`config.mk`:
```
export PLATFORM = sky130hd
export DESIGN_NAME = seq_tag_search
export DESIGN_NICKNAME = d
export VERILOG_FILES = /design/src/rtl/seq_tag_search.sv
export SDC_FILE = /design/constraint.sdc
export NUM_CORES = 1
export LEC_CHECK = 0
export ABC_CLOCK_PERIOD_IN_PS = 2850
export CELL_PAD_IN_SITES_DETAIL_PLACEMENT = 1
export CELL_PAD_IN_SITES_GLOBAL_PLACEMENT = 1
export CORE_MARGIN = 1
export CORE_UTILIZATION = 48
export CTS_CLUSTER_SIZE = 20
export DETAILED_ROUTE_END_ITERATION = 16
export HOLD_SLACK_MARGIN = 0.15
export PLACE_DENSITY_LB_ADDON = 0.1
export SYNTH_ARGS = -nofsm -noshare
export SYNTH_HDL_FRONTEND = slang
export SYNTH_SLANG_ARGS = --single-unit
```
`constraint.sdc`:
```
create_clock -name clk -period 2.85 [get_ports clk]
set_clock_uncertainty 0.1 [all_clocks]
set_input_delay 0.57 -clock clk [delete_from_list [all_inputs] [get_ports clk]]
set_output_delay 0.57 -clock clk [all_outputs]
set_load 0.01 [all_outputs]
```
`src/rtl/seq_tag_search.sv`:
```
// Sequential CAM-style lookup: one shared equaln compare per cycle over a DEPTH-entry tag table, lowest index wins.
// Hit at index i responds i+1 cycles after accept, a miss after DEPTH; the response holds until rsp_ready.
module seq_tag_search #(
   parameter  int WIDTH = 8,
   parameter  int DEPTH = 8,
   localparam int IDX_W = $clog2(DEPTH)
) (
   input  logic             clk,
   input  logic             rst_n,
   input  logic             wr_en,
   input  logic [IDX_W-1:0] wr_idx,
   input  logic [WIDTH-1:0] wr_data,
   input  logic             clr,
   input  logic             req_valid,
   output logic             req_ready,
   input  logic [WIDTH-1:0] req_key,
   output logic             rsp_valid,
   input  logic             rsp_ready,
   output logic             rsp_hit,
   output logic [IDX_W-1:0] rsp_idx,
   output logic             busy
);

   typedef enum logic [1:0] {IDLE, SCAN, RESP} state_t;

   state_t           state_q, state_d;
   logic [IDX_W-1:0] ptr_q, ptr_d;
   logic [WIDTH-1:0] key_q, key_d;
   logic             hit_q, hit_d;
   logic [IDX_W-1:0] idx_q, idx_d;
   logic [DEPTH-1:0] valid_q, valid_d;
   logic [WIDTH-1:0] tag_q [DEPTH];
   logic             cmp_eq;
   logic             eq;

   equaln #(.WIDTH(WIDTH)) u_equaln (
      .a_i  (tag_q[ptr_q]),
      .b_i  (key_q),
      .eq_o (cmp_eq)
   );

   assign eq        = cmp_eq & valid_q[ptr_q];
   assign req_ready = (state_q == IDLE);
   assign busy      = (state_q != IDLE);
   assign rsp_valid = (state_q == RESP);
   assign rsp_hit   = hit_q;
   assign rsp_idx   = idx_q;

   // Decoding wr_idx against each entry drops out-of-range writes for free.
   always_comb begin
      valid_d = clr ? '0 : valid_q;
      for (int i = 0; i < DEPTH; i++) begin
         if (wr_en && (wr_idx == IDX_W'(i))) valid_d[i] = 1'b1;
      end
   end

   always_ff @(posedge clk) begin
      for (int i = 0; i < DEPTH; i++) begin
         if (wr_en && (wr_idx == IDX_W'(i))) tag_q[i] <= wr_data;
      end
   end

   always_comb begin
      state_d = state_q;
      ptr_d   = ptr_q;
      key_d   = key_q;
      hit_d   = hit_q;
      idx_d   = idx_q;
      case (state_q)
         IDLE: begin
            if (req_valid) begin
               key_d   = req_key;
               ptr_d   = '0;
               state_d = SCAN;
            end
         end
         SCAN: begin
            if (eq) begin
               hit_d   = 1'b1;
               idx_d   = ptr_q;
               state_d = RESP;
            end else if (ptr_q == IDX_W'(DEPTH - 1)) begin
               hit_d   = 1'b0;
               idx_d   = '0;
               state_d = RESP;
            end else begin
               ptr_d = ptr_q + IDX_W'(1);
            end
         end
         RESP: begin
            if (rsp_ready) state_d = IDLE;
         end
         default: state_d = IDLE;
      endcase
   end

   always_ff @(posedge clk or negedge rst_n) begin
      if (!rst_n) begin
         state_q <= IDLE;
         ptr_q   <= '0;
         key_q   <= '0;
         hit_q   <= 1'b0;
         idx_q   <= '0;
         valid_q <= '0;
      end else begin
         state_q <= state_d;
         ptr_q   <= ptr_d;
         key_q   <= key_d;
         hit_q   <= hit_d;
         idx_q   <= idx_d;
         valid_q <= valid_d;
      end
   end

endmodule

module equaln #(
   parameter int WIDTH = 8
) (
   input  logic [WIDTH-1:0] a_i,
   input  logic [WIDTH-1:0] b_i,
   output logic             eq_o
);
   assign eq_o = (a_i == b_i);
endmodule
```
==> metrics.cfg <==
[floorplanning]
die_height_um=89.4
coreArea_sq_um=7330
dieWidth_um=89.4
rows=31
die-area_sq_um=7990
io_pins=32
start_util_pct=50.0

[global_routing]
grt_max_degree=32
grt_antenna_before_repair=0
grt_pass1_vias=2104
overflow=0
track_usage_pct=20.3
grt_pass1_wl_mm=11.1

[critical_path]
critical_path.cell_chain=buf_4, nor2b_1, a22oi_1, and3_1, o211ai_1, nor4_4, a211oi_2, o22ai_1
cp.required_ns=2.95
end_kind=register
cp.arrival_ns=2.83
cp_slowest_cell=dfrtp_2
max_stage_delay_ns=0.51
start_kind=register
critical_path_class=register to register
crit_fanout=8

[clock_network]
cts-root-buf=clkbuf_8
clkLatencyLatePin_ns=0.34
cts_sinks=89
htreeDepth=3
path_clk_slew_ns=0.08
cts_max_path_buffers=2
cts_tree=built
postCtsSetupRepairBufs=0
cts_inserted_buffers=9

[sta]
period_share_pct=95.7
final.setup.tns_ns=0
post-route-min-period_ns=2.73
slew_violations=0
setup_violations=0
finalHoldViolations=0
rsz0062_at_grt=false
worst_slew_pin_slew_ns=0.521
max_freq_ghz=0.366
slew_headroom_pct=65.2

[detailed_routing]
num_vias=2069
avgRoutedWirePerCell_um=19.4
wl_mm=7.30
drt_iter0_drc=137
vias_per_cell=5.50
dr.pass1.iters=4
ant_nets=0
drc=0

[synthesis]
ys_seq_area_share_pct=69.5
synth_edf_count=64
synth.avg_cell_area_sq_um=16.4
ys_top_cells_by_area=edfxtp_1 (52%), dfrtp_1 (17%), mux2i_1 (6.6%), mux4_2 (4.9%), mux2_2 (2.5%)
synthFlopType=edfxtp_1
synth.distinct_cells=33
synth-seq-cells=89
synth_warnings=0
synthArstFlopShare_pct=28.1
synthCells=223
netlist_top_cells_count=edfxtp_1 (64), dfrtp_1 (25), mux2i_1 (24)
yosysMostFrequentCell=edfxtp_1
syn_nets=250
synth_top_area_share_pct=52.5
yosysTopAreaCell=edfxtp_1
syn_area_sq_um=3660

[cells_and_area]
nNetsFinal=299
area_delta_synth_final_pct=18.3
fillers=693
final_util_pct=59.1
multi_input_area_sq_um=1030
drive_gt1_share_pct=17.0
ff_latch_area_sq_um=2550
num_antenna_cells=0

[place]
hpwlAfterDp_mm=4.98
place_congestion=0.768
portBuffers=31

[flow_run]
cap_violations=0

[power]
ir_drop_v=0.000419
power_frac_comb_pct=30.8
p_leak_nw=1.68
power_switching_mw=1.08
swShare_pct=31.1
seqPwrFrac_pct=47.5
p_int_mw=2.39
powerDensity_nw_per_um2=801
power.share.clock_pct=21.6

[run_status]
status=finished, final reports clean

[hold_path]
worstHoldPathType=register to register

power groups by stage:
| stage | clock (mW) | combinational [mW] | sequential, mW |
|---|---|---|---|
| 3_5_place_dp | 0 | 1.08 | 1.68 |
| 3_3_place_gp | 0 | 1.07 | 1.67 |
| 6_report | 0.751 | 1.07 | 1.65 |
| 5_1_grt | 0.813 | 1.17 | 1.67 |
| 4_1_cts | 0.774 | 1.09 | 1.65 |
| 2_1_floorplan | 0 | 0.839 | 1.60 |
cell usage in the layout, fill, tap and decap left out:
cell type and instances:
a211oi_2 1, a21o_1 10, a21oi_1 4, a221oi_1 1, a22o_1 1, a22oi_1 8
and2_1 2, and2_4 1, and3_1 4, buf_12 1, buf_4 13, clkbuf_1 3
clkbuf_8 10, clkdlybuf4s50_1 31, clkinv_1 1, clkinv_2 2, clkinvlp_4 1, dfrtp_1 24
dfrtp_2 1, edfxtp_1 64, ha_1 2, inv_1 9, mux2_2 8, mux2i_1 24
mux4_2 8, nand2_1 8, nand2b_1 3, nand3b_1 2, nor2_1 9, nor2b_1 4
nor3_1 2, nor4_4 1, o211ai_1 2, o21a_1 1, o22ai_1 4, o2bb2ai_1 3
xor2_1 4
worst max-delay path, delay by kind of cell (launching register included):
family | cells | cell delay [ns]
AOI/OAI and AO/OA | 4 | 0.99
and+or+nand+nor | 3 | 0.79
DFF | 1 | 0.51
buffers and inverters | 1 | 0.20
worst paths after layout:
check / startpoint / endpoint / slack, ns / depth (start not counted)
worst max register to register: ptr_q[0] / ptr_q[1] / 0.12 / 8
worst min-delay path: rsp_hit / rsp_hit / 0.38 / 1
worst min register to register: rsp_hit / rsp_hit / 0.38 / 1
max in group asynchronous: rst_n / ptr_q[0] / 1.90 / 2
worst max-delay path: ptr_q[0] / ptr_q[1] / 0.12 / 8
min in group asynchronous: rst_n / rsp_idx[1] / 0.49 / 2
cells by family (layout without fill, tap and decap cells):
family | count (synthesis) | count (layout) | synth area share [%]
buffers and inverters | 17 | 71 | 2.36
AO/OA/AOI/OAI | 35 | 35 | 7.07
flip-flops | 89 | 89 | 69.5
XOR/XNOR | 4 | 4 | 0.956
multiplexers | 40 | 40 | 13.9
adder cells (fa/ha/maj) | 2 | 2 | 0.683
AND/OR/NAND/NOR | 36 | 36 | 5.46
metrics by stage:
step	hold slack [ns]	setup slack (ns)	instances	power, mW	area, sq um
after CTS	0.385	0.0104	376	3.51	4330
after detailed placement	0.367	0.0365	360	2.76	4170
after global routing	0.406	0.00142	376	3.65	4330
after floorplan	0.174	0.537	223	2.44	3660
after global placement	0.354	0.00714	360	2.74	4170
final	0.382	0.121	376	3.47	4330
area by class of cell:
class	count	share of cell area (%)
repair buffers	45	9.87
clock buffers	13	3.44
well taps	99	2.86
clock inverters	3	0.404
flip-flops and latches	89	58.8
multi-input cells	117	23.8
inverters	10	0.866
sequential cells by signal, indices dropped and copies added, names as in the netlist:
register	cells
key_q	8
ptr_q	3
rsp_hit	1
rsp_idx	3
state_q	2
tag_q	64
valid_q	8
timing repair:
action                                  4_1_cts  5_1_grt
endpoints found under the setup margin        0        8
hold buffers                                  0        0
gates resized for setup                       0        1
metal layers:
metal / up-vias / wire (um) / GRT usage [%]
li1: 951 / - / -
met1: 1051 / 3380 / 27.2
met2: 54 / 3510 / 32.5
met3: 13 / 268 / 4.71
met4: 0 / 138 / 8.08
met5: - / 0 / 0
Note: power is estimated with default switching activity, not from simulation.
